### src/rtl/ed25519_io_ctrl.sv
`default_nettype none
// ============================================================================
// Module      : ed25519_io_ctrl
// Description : Stream-side front end of the ed25519 point-multiply core.
//               Collects 12 x 64-bit input beats (scalar, Px, Py, each
//               MSB-first) into operand registers, pulses the core start,
//               captures the 512-bit result {Rx, Ry} on core done and
//               replays it as 8 x 64-bit output beats, MSB-first.
// Ports       :
//   i_clk, i_rst_n            clock, synchronous active-low reset
//   i_in_valid / o_in_ready   input beat handshake, i_in_data payload
//   o_out_valid / i_out_ready output beat handshake, o_out_data payload
//   o_scalar, o_px, o_py      operands presented to the core
//   o_core_start              one-cycle launch pulse
//   i_core_done, i_rx, i_ry   single-cycle result strobe and result
// Revision    : 1.0  initial release
// ============================================================================
module ed25519_io_ctrl #(
    parameter int DATA_W    = 64,
    parameter int PATN_W    = 256,
    parameter int IN_BEATS  = 3 * PATN_W / DATA_W,
    parameter int OUT_BEATS = 2 * PATN_W / DATA_W
) (
    input  logic              i_clk,
    input  logic              i_rst_n,
    input  logic              i_in_valid,
    output logic              o_in_ready,
    input  logic [DATA_W-1:0] i_in_data,
    output logic              o_out_valid,
    input  logic              i_out_ready,
    output logic [DATA_W-1:0] o_out_data,
    output logic [PATN_W-1:0] o_scalar,
    output logic [PATN_W-1:0] o_px,
    output logic [PATN_W-1:0] o_py,
    output logic              o_core_start,
    input  logic              i_core_done,
    input  logic [PATN_W-1:0] i_rx,
    input  logic [PATN_W-1:0] i_ry
);

    localparam int c_max_beats = (IN_BEATS > OUT_BEATS) ? IN_BEATS : OUT_BEATS;
    localparam int c_cnt_w     = $clog2(c_max_beats);
    localparam int c_opnd_w    = 3 * PATN_W;
    localparam int c_res_w     = 2 * PATN_W;

    localparam logic [1:0] c_st_recv  = 2'd0;
    localparam logic [1:0] c_st_start = 2'd1;
    localparam logic [1:0] c_st_busy  = 2'd2;
    localparam logic [1:0] c_st_send  = 2'd3;

    localparam logic [c_cnt_w-1:0] c_in_last  = c_cnt_w'(IN_BEATS - 1);
    localparam logic [c_cnt_w-1:0] c_out_last = c_cnt_w'(OUT_BEATS - 1);

    logic [1:0]          r_state;
    logic [c_cnt_w-1:0]  r_cnt;
    logic [c_opnd_w-1:0] r_opnd;      // {scalar, Px, Py}
    logic [c_res_w-1:0]  r_sr;        // {Rx, Ry}, shifted left per output beat
    logic                r_in_ready;
    logic                r_out_valid;
    logic                r_core_start;

    logic w_in_hs;
    logic w_out_hs;

    assign w_in_hs  = i_in_valid & r_in_ready;
    assign w_out_hs = r_out_valid & i_out_ready;

    always_ff @(posedge i_clk) begin
        if (!i_rst_n) begin
            r_state      <= c_st_recv;
            r_cnt        <= '0;
            r_opnd       <= '0;
            r_sr         <= '0;
            r_in_ready   <= 1'b1;
            r_out_valid  <= 1'b0;
            r_core_start <= 1'b0;
        end else begin
            case (r_state)
                c_st_recv: begin
                    if (w_in_hs) begin
                        // Each beat lands directly in its own slice, so
                        // the operands of the previous job stay intact
                        // except for the slice just overwritten.
                        for (int b = 0; b < IN_BEATS; b++) begin
                            if (r_cnt == c_cnt_w'(b)) begin
                                r_opnd[(c_opnd_w-1)-b*DATA_W -: DATA_W] <= i_in_data;
                            end
                        end
                        if (r_cnt == c_in_last) begin
                            r_cnt        <= '0;
                            r_state      <= c_st_start;
                            r_in_ready   <= 1'b0;
                            r_core_start <= 1'b1;
                        end else begin
                            r_cnt <= r_cnt + 1'b1;
                        end
                    end
                end

                c_st_start: begin
                    r_core_start <= 1'b0;
                    r_state      <= c_st_busy;
                end

                c_st_busy: begin
                    if (i_core_done) begin
                        r_sr        <= {i_rx, i_ry};
                        r_out_valid <= 1'b1;
                        r_state     <= c_st_send;
                    end
                end

                c_st_send: begin
                    if (w_out_hs) begin
                        r_sr <= {r_sr[c_res_w-DATA_W-1:0], {DATA_W{1'b0}}};
                        if (r_cnt == c_out_last) begin
                            // Ready rises on the same edge as the final
                            // output beat so the next job can stream in
                            // immediately.
                            r_cnt       <= '0;
                            r_out_valid <= 1'b0;
                            r_in_ready  <= 1'b1;
                            r_state     <= c_st_recv;
                        end else begin
                            r_cnt <= r_cnt + 1'b1;
                        end
                    end
                end

                default: begin
                    r_state      <= c_st_recv;
                    r_cnt        <= '0;
                    r_in_ready   <= 1'b1;
                    r_out_valid  <= 1'b0;
                    r_core_start <= 1'b0;
                end
            endcase
        end
    end

    assign o_in_ready   = r_in_ready;
    assign o_out_valid  = r_out_valid;
    assign o_out_data   = r_out_valid ? r_sr[c_res_w-1 -: DATA_W] : '0;
    assign o_core_start = r_core_start;
    assign o_scalar     = r_opnd[c_opnd_w-1 -: PATN_W];
    assign o_px         = r_opnd[2*PATN_W-1 -: PATN_W];
    assign o_py         = r_opnd[PATN_W-1:0];

endmodule
`default_nettype wire

### config.mk
export PLATFORM = sky130hd
export DESIGN_NAME = ed25519_io_ctrl
export DESIGN_NICKNAME = d
export VERILOG_FILES = /design/src/rtl/ed25519_io_ctrl.sv
export SDC_FILE = /design/constraint.sdc
export NUM_CORES = 2
export LEC_CHECK = 0
export ABC_CLOCK_PERIOD_IN_PS = 2000
export CAP_MARGIN = 5
export CORE_AREA = 2 2 551 553
export CTS_BUF_LIST = sky130_fd_sc_hd__clkbuf_8
export CTS_CLUSTER_SIZE = 10
export DETAILED_ROUTE_END_ITERATION = 10
export DIE_AREA = 0 0 553 555
export GPL_TIMING_DRIVEN = 0
export PLACE_DENSITY = 0.34
export RECOVER_POWER = 50
export SLEW_MARGIN = 20
export SYNTH_ARGS = -nofsm -noshare
export SYNTH_HDL_FRONTEND = slang
export SYNTH_SLANG_ARGS = --single-unit
export TNS_END_PERCENT = 20
### constraint.sdc
create_clock -name i_clk -period 2 [get_ports i_clk]
set_clock_uncertainty 0.05 [all_clocks]
set_input_delay 0.3 -clock i_clk [delete_from_list [all_inputs] [get_ports i_clk]]
set_output_delay 0.3 -clock i_clk [all_outputs]
set_load 0.03 [all_outputs]
; ---- Word level (Yosys, flattened, before mapping)
; Index checks and enable logic that the tools add are counted.
[totals]
reg_bits = 1289
input_bits = 581
output_inout_bits = 835
elab_cells = 90
[op_classes]
add_sub_neg = 1
eq_ne = 19
mux = 27
bitwise = 2
n_reduce_logical = 23
[op_table]
columns = op, count
row1 = 512-bit two-way mux, 2
row2 = 512-bit case mux with 2 select lines, 1
row3 = 64-bit two-way mux, 1
row4 = 3-bit AND reduction, 15
row5 = 4-bit by 3-bit equality test with 1-bit output (second input constant), 4
row6 = 4-bit equality test (second input constant), 4
row7 = 4-bit two-way mux, 4
row8 = 2-bit two-way mux, 5
row9 = 2-bit inequality test (second input constant), 5
row10 = 5-bit AND reduction, 2
row11 = 1-bit two-way mux, 9
row12 = 4-bit by 2-bit equality test with 1-bit output (second input constant), 2
row13 = 2-bit case mux with 4 select lines, 1
row14 = 4-bit case mux with 2 select lines, 1
row15 = 1-bit case mux with 2 select lines, 3
row16 = 2-bit nonzero test, 3
row17 = 4-bit by 1-bit adder with 4-bit output (second input constant), 1
row18 = 2-bit equality test (second input constant), 2
row19 = 4-bit by 1-bit equality test with 1-bit output (second input constant), 1
row20 = 4-bit logical NOT, 1
row21 = 4-bit AND reduction, 1
row22 = 1-bit AND, 2
row23 = 2-bit by 1-bit equality test with 1-bit output (second input constant), 1
row24 = 2-bit logical NOT, 1

; ---- Longest topological paths before layout
[depth]
depth_word = 4
ltp_mapped = 9
depth_no_buf = 6

; ---- Least setup slack after synthesis
; OpenSTA, ideal clock, no wires.
[synth_timing]
path_kind = register -> register
start = reg r_state[0]
end = reg r_opnd[579]
setup_ps = 132
t_arrival_ps = 1787
t_required_ps = 1818
setup_slack_ps = 30
stages_incl_launch_ff = 10
path_buffers = 3
period_less_slack_ps = 1970
path_cell_list = dfxtp_1 -> inv_1 -> ha_1 -> buf_2 -> nand4_1 -> or3_1 -> clkbuf_1 -> buf_2 -> nand2_1 -> a21oi_1
[synth_via]
elab_chain_cells = 2
[synth_rtl]
columns = item, line_no
row1 = start: declaration, 54  ; logic [1:0] r_state;
row2 = start signal: assignment, 70  ; r_state <= c_st_recv;
row3 = start signal: assignment, 91  ; r_state <= c_st_start;
row4 = start signal: assignment, 102  ; r_state <= c_st_busy;
row5 = 2-bit logical NOT, 78  ; case (r_state)
row6 = 3-bit AND reduction (no source line), -
row7 = end signal: indexed assignment, 86  ; r_opnd[(c_opnd_w-1)-b*DATA_W -: DATA_W] <= i_in_data;
row8 = end: declaration, 56  ; logic [c_opnd_w-1:0] r_opnd;
; Every way passes these cells.
; A chain may end at the register's enable or synchronous reset.

; ---- Worst setup path after layout
[layout_timing]
start = reg r_opnd[739]
end = out o_scalar[227]
[layout_rtl]
columns = item, line_no
row1 = end: declaration, 32  ; output logic [PATN_W-1:0] o_scalar,
; No word-level cell between the ends.

==> qor_table.md <==
| Item | Reported |
|:---|:---|
| Status | complete, but fails checks |
| Failing checks | setup timing |
| Worst slew slack as a fraction of its limit | 13.6% |
| Worst IR drop on VDD | 0.000472 V |
| Share of the yosys chip area belonging to registers | 52.3% |
| Global routing usage on met3 | 6.86% |
| HP Start | i_rx[160] |
| Max stage delay cell, worst path | sky130_fd_sc_hd__clkdlybuf4s50_1 |
| Total number of clock tree sinks | 1289 |
| Worst slack after detailed placement | -2.04 ns |
| Count of final setup violators | 1997 |
| Number of buffer and inverter instances along the worst setup path | 1 |
| Max Slew Vio Count | 0 |
| Final count of hold timing violations | 0 |
| Detailed-route vias per instance | 4.27 |
| Series of cell instances along the critical path | clkdlybuf4s50_1 |
| Highest-utilization routing layer at the global route stage | met2 |
| Worst Path Class, Setup | register to output pin |
| Cell Pwr Density | 717 nW/um^2 |
| Part of the power in the clock network | 47.8% |
| Worst hold path endpoint | r_sr[416] |
| Syn Area/Cell | 8.46 um^2 |
| Starting Density | 16.4% |
| Die Footprint | 307000 um^2 |
| Routability congestion estimate from global placement | 0.890 |
| Hold Worst Slack | 0.0950 ns |
| Fraction of layout instances using a drive strength above 1 | 17.3% |
| Largest driver fanout on the critical path | 2 |
| Clk Latency, worst-skew pair | 0.99 ns |
| Total global routing track utilization | 21.7% |
| Final critical-path setup slack | -0.561 ns |
| Total leakage power | 29.9 nW |
| TritonCTS Buffers | 270 |
| Vertical die dimension | 555 um |
| Crit path capture type | output pin |
| Clock-pin transition on the worst setup and hold timing paths | 0.06 ns |
| Net Count, Synth | 6425 |
| CP Launch Type | register |
| Flip-flop cell with the highest count after synthesis | sky130_fd_sc_hd__dfxtp_1 |
| Sw frac | 28.0% |
| Count of standard-cell rows | 202 |
| Initial DRT Pass Iterations | 6 |
| Net Switching | 0.0172 W |
| Internal power summed over all cells | 0.0442 W |
| Tightest Pin Transition | 1.30 ns |
| EDFF count, synth | 0 |
| Grt met2 use | 34.0% |
| HPWL reported at the end of detailed placement | 279000 um |
| Wire length of the first global-routing pass | 458000 um |
| Number of instances in the synthesized netlist | 5833 |
| Clock root buffer master | sky130_fd_sc_hd__clkbuf_8 |
| Floorplan Core Area | 301000 um^2 |
| Flops & latches, synth | 1289 |
| Biggest cell delay along the critical path | 0.85 ns |
| Instance count along the most critical hold path | 3 |
| Number of cell instances on the worst register-to-register path | 10 |
| Sequential Power Share | 42.4% |
| Global-route track usage on met1 | 28.2% |
| Highest attainable clock frequency | 390 MHz |
| Netlist area before placement | 49400 um^2 |
| Cell variety after synth | 32 |
| Tightest Hold Check Type | primary input to register |
| Final wirelength | 354000 um |
| Startpoint of the worst register-to-register path | r_cnt[1] |
| Cell family with most CP delay | buffers and inverters |
| Total number of vias | 53022 |
| Routed wire per std cell | 28.5 um |
| Total of buffers placed on input and output ports | 1414 |
| Part of the cycle the worst path needs | 128% |
| I/O pin count | 1416 |
| Via count of the first global-routing pass | 51453 |
| Worst endpoint data arrival time | 2.21 ns |
| Net count, final | 8773 |
| Post-synthesis async set-or-reset flop share | 0% |
| RSZ-0062 raised after global routing | true |
| Clock buffer depth | 4 |
| Relative contribution of combinational cells to total power | 9.9% |
| Total global routing overflow | 0 |
| Area Growth Syn to Fin | 73.5% |
| Register-to-register setup slack | -0.50 ns |
| Warnings from Yosys | 0 |
| Die Wd | 553 um |
| TritonCTS clock tree | done |
| Maximum number of pins on one net before global-route repair | 14 |
| Endpoint of the worst register-to-register path | r_opnd[697] |
| Data required, critical path | 1.65 ns |
| Detail Route Antenna Nets | 0 |
| Post-layout min period | 2.56 ns |
| Detailed router's first-iteration violation count | 3516 |
| DRC violation count after routing | 0 |
| Clock H-tree levels | 5 |
| Number of maximum-capacitance constraint violations | 0 |
| Antenna violations before repair | 187 |
| Filler Cell Count | 32335 |
-- per-layer routing --
metal	wire length (um)	vias to the layer above
met4	12200	72
met1	156000	25733
li1	-	24506
met5	435	-
met2	156000	2033
met3	29100	678
-- state kept, by name (all words and copies together), names as in the netlist --
register      cells
r_opnd          768
r_sr            512
r_cnt             4
r_state           2
o_core_start      1
o_in_ready        1
o_out_valid       1
-- layout make-up --
cell class | count | area (um^2) | share of cell area, %
sequential | 1289 | 25900 | 30.2
buffer | 539 | 3720 | 4.35
clock buffer | 343 | 4720 | 5.51
inverter | 5 | 23.8 | 0.0278
tap | 3978 | 4980 | 5.81
antenna | 71 | 178 | 0.207
multi-input combinational | 3995 | 23500 | 27.4
clock inverter | 114 | 697 | 0.814
timing repair buffer | 2081 | 22000 | 25.7
-- power groups by stage --
stage	registers, W	clock network [W]	logic [W]
after floorplan	0.0269	0	0.00115
after global placement	0.0265	0	0.00464
after detailed placement	0.0265	0	0.00471
after CTS	0.0260	0.0303	0.00579
after global routing	0.0260	0.0313	0.00632
final	0.0260	0.0293	0.00607
-- kinds of logic (layout without fill, tap and decap cells) --
family                   count (synthesis)  in the layout  share of synthesized area, %
buffers and inverters                  549           3082                          4.74
other                                    0             71                             0
adder cells (fa/ha/maj)                 11             11                         0.279
AND/OR/NAND/NOR                       2231           2231                          18.0
multiplexers                           453            453                          9.19
flip-flops                            1289           1289                          52.3
AO/OA/AOI/OAI                         1300           1300                          15.5
-- cell usage after synthesis, types with 2 or more instances --
| master | number | area [um^2] |
|---|---|---|
| sky130_fd_sc_hd__nand2_1 | 1606 | 6030 |
| sky130_fd_sc_hd__dfxtp_1 | 1289 | 25800 |
| sky130_fd_sc_hd__a21oi_1 | 836 | 4180 |
| sky130_fd_sc_hd__nor2_1 | 454 | 1700 |
| sky130_fd_sc_hd__mux2i_1 | 452 | 4520 |
| sky130_fd_sc_hd__a211oi_1 | 451 | 3390 |
| sky130_fd_sc_hd__clkbuf_1 | 317 | 1190 |
| sky130_fd_sc_hd__buf_2 | 221 | 1110 |
| sky130_fd_sc_hd__nand3b_1 | 69 | 518 |
| sky130_fd_sc_hd__and2_1 | 64 | 400 |
| sky130_fd_sc_hd__ha_1 | 11 | 138 |
| sky130_fd_sc_hd__nand3_1 | 7 | 35.0 |
| sky130_fd_sc_hd__nand2b_1 | 6 | 37.5 |
| sky130_fd_sc_hd__nor2_2 | 6 | 37.5 |
| sky130_fd_sc_hd__o21ai_0 | 6 | 30.0 |
| sky130_fd_sc_hd__nor3_2 | 5 | 50.1 |
| sky130_fd_sc_hd__or3_1 | 5 | 31.3 |
| sky130_fd_sc_hd__buf_1 | 4 | 15.0 |
| sky130_fd_sc_hd__inv_1 | 4 | 15.0 |
| sky130_fd_sc_hd__nand4_1 | 4 | 25.0 |
| sky130_fd_sc_hd__nor2b_1 | 3 | 18.8 |
| sky130_fd_sc_hd__a211o_1 | 2 | 17.5 |
| sky130_fd_sc_hd__and3_1 | 2 | 12.5 |
-- what timing repair did --
item,4_1_cts,5_1_grt
gates cloned,5,39
resized for setup,841,1275
hold endpoints to repair,561,0
pin swaps,7,216
endpoints found under the setup margin,2123,2107
buffers inserted,20,76
hold buffers,501,0
-- cells in the final DEF (no fill, tap or decap), types with 74 or more instances in the layout --
cell type / count
sky130_fd_sc_hd__nand2_1: 1483
sky130_fd_sc_hd__dfxtp_1: 1264
sky130_fd_sc_hd__clkdlybuf4s50_1: 1179
sky130_fd_sc_hd__a21oi_1: 693
sky130_fd_sc_hd__dlygate4sd3_1: 501
sky130_fd_sc_hd__nor2_1: 445
sky130_fd_sc_hd__a211oi_1: 416
sky130_fd_sc_hd__mux2i_1: 410
sky130_fd_sc_hd__clkbuf_8: 347
sky130_fd_sc_hd__clkbuf_1: 215
sky130_fd_sc_hd__a21oi_2: 143
sky130_fd_sc_hd__buf_2: 132
sky130_fd_sc_hd__buf_6: 124
sky130_fd_sc_hd__nand2_4: 105
sky130_fd_sc_hd__dlygate4sd2_1: 101
sky130_fd_sc_hd__buf_4: 78
sky130_fd_sc_hd__inv_1: 74
-- stage by stage --
step	setup TNS (ns)	total power, W	instance area, um^2	util (%)	cells
floorplan	0	0.0280	49400	-	5833
global placement	-2369.09	0.0312	68500	22.7	11225
detailed placement	-1732.63	0.0313	69300	23.0	11251
CTS	-1010.46	0.0620	80400	26.7	12234
global route	-786.66	0.0636	85600	28.4	12390
finish	-592.45	0.0614	85600	28.4	12415
-- worst max-delay path by stage --
stage | cells past startpoint | startpoint | endpoint | slack [ns]
floorplan | 9 | r_state[0] | r_opnd[579] | 0.03
global placement | 6 | i_rst_n | r_opnd[640] | -2.75
detailed placement | 6 | o_out_valid | r_sr[141] | -2.04
CTS | 5 | o_out_valid | o_out_data[34] | -0.67
global route | 5 | o_out_valid | o_out_data[34] | -0.63
finish | 1 | r_opnd[739] | o_scalar[227] | -0.56
Power figures use the tool's default switching activity.
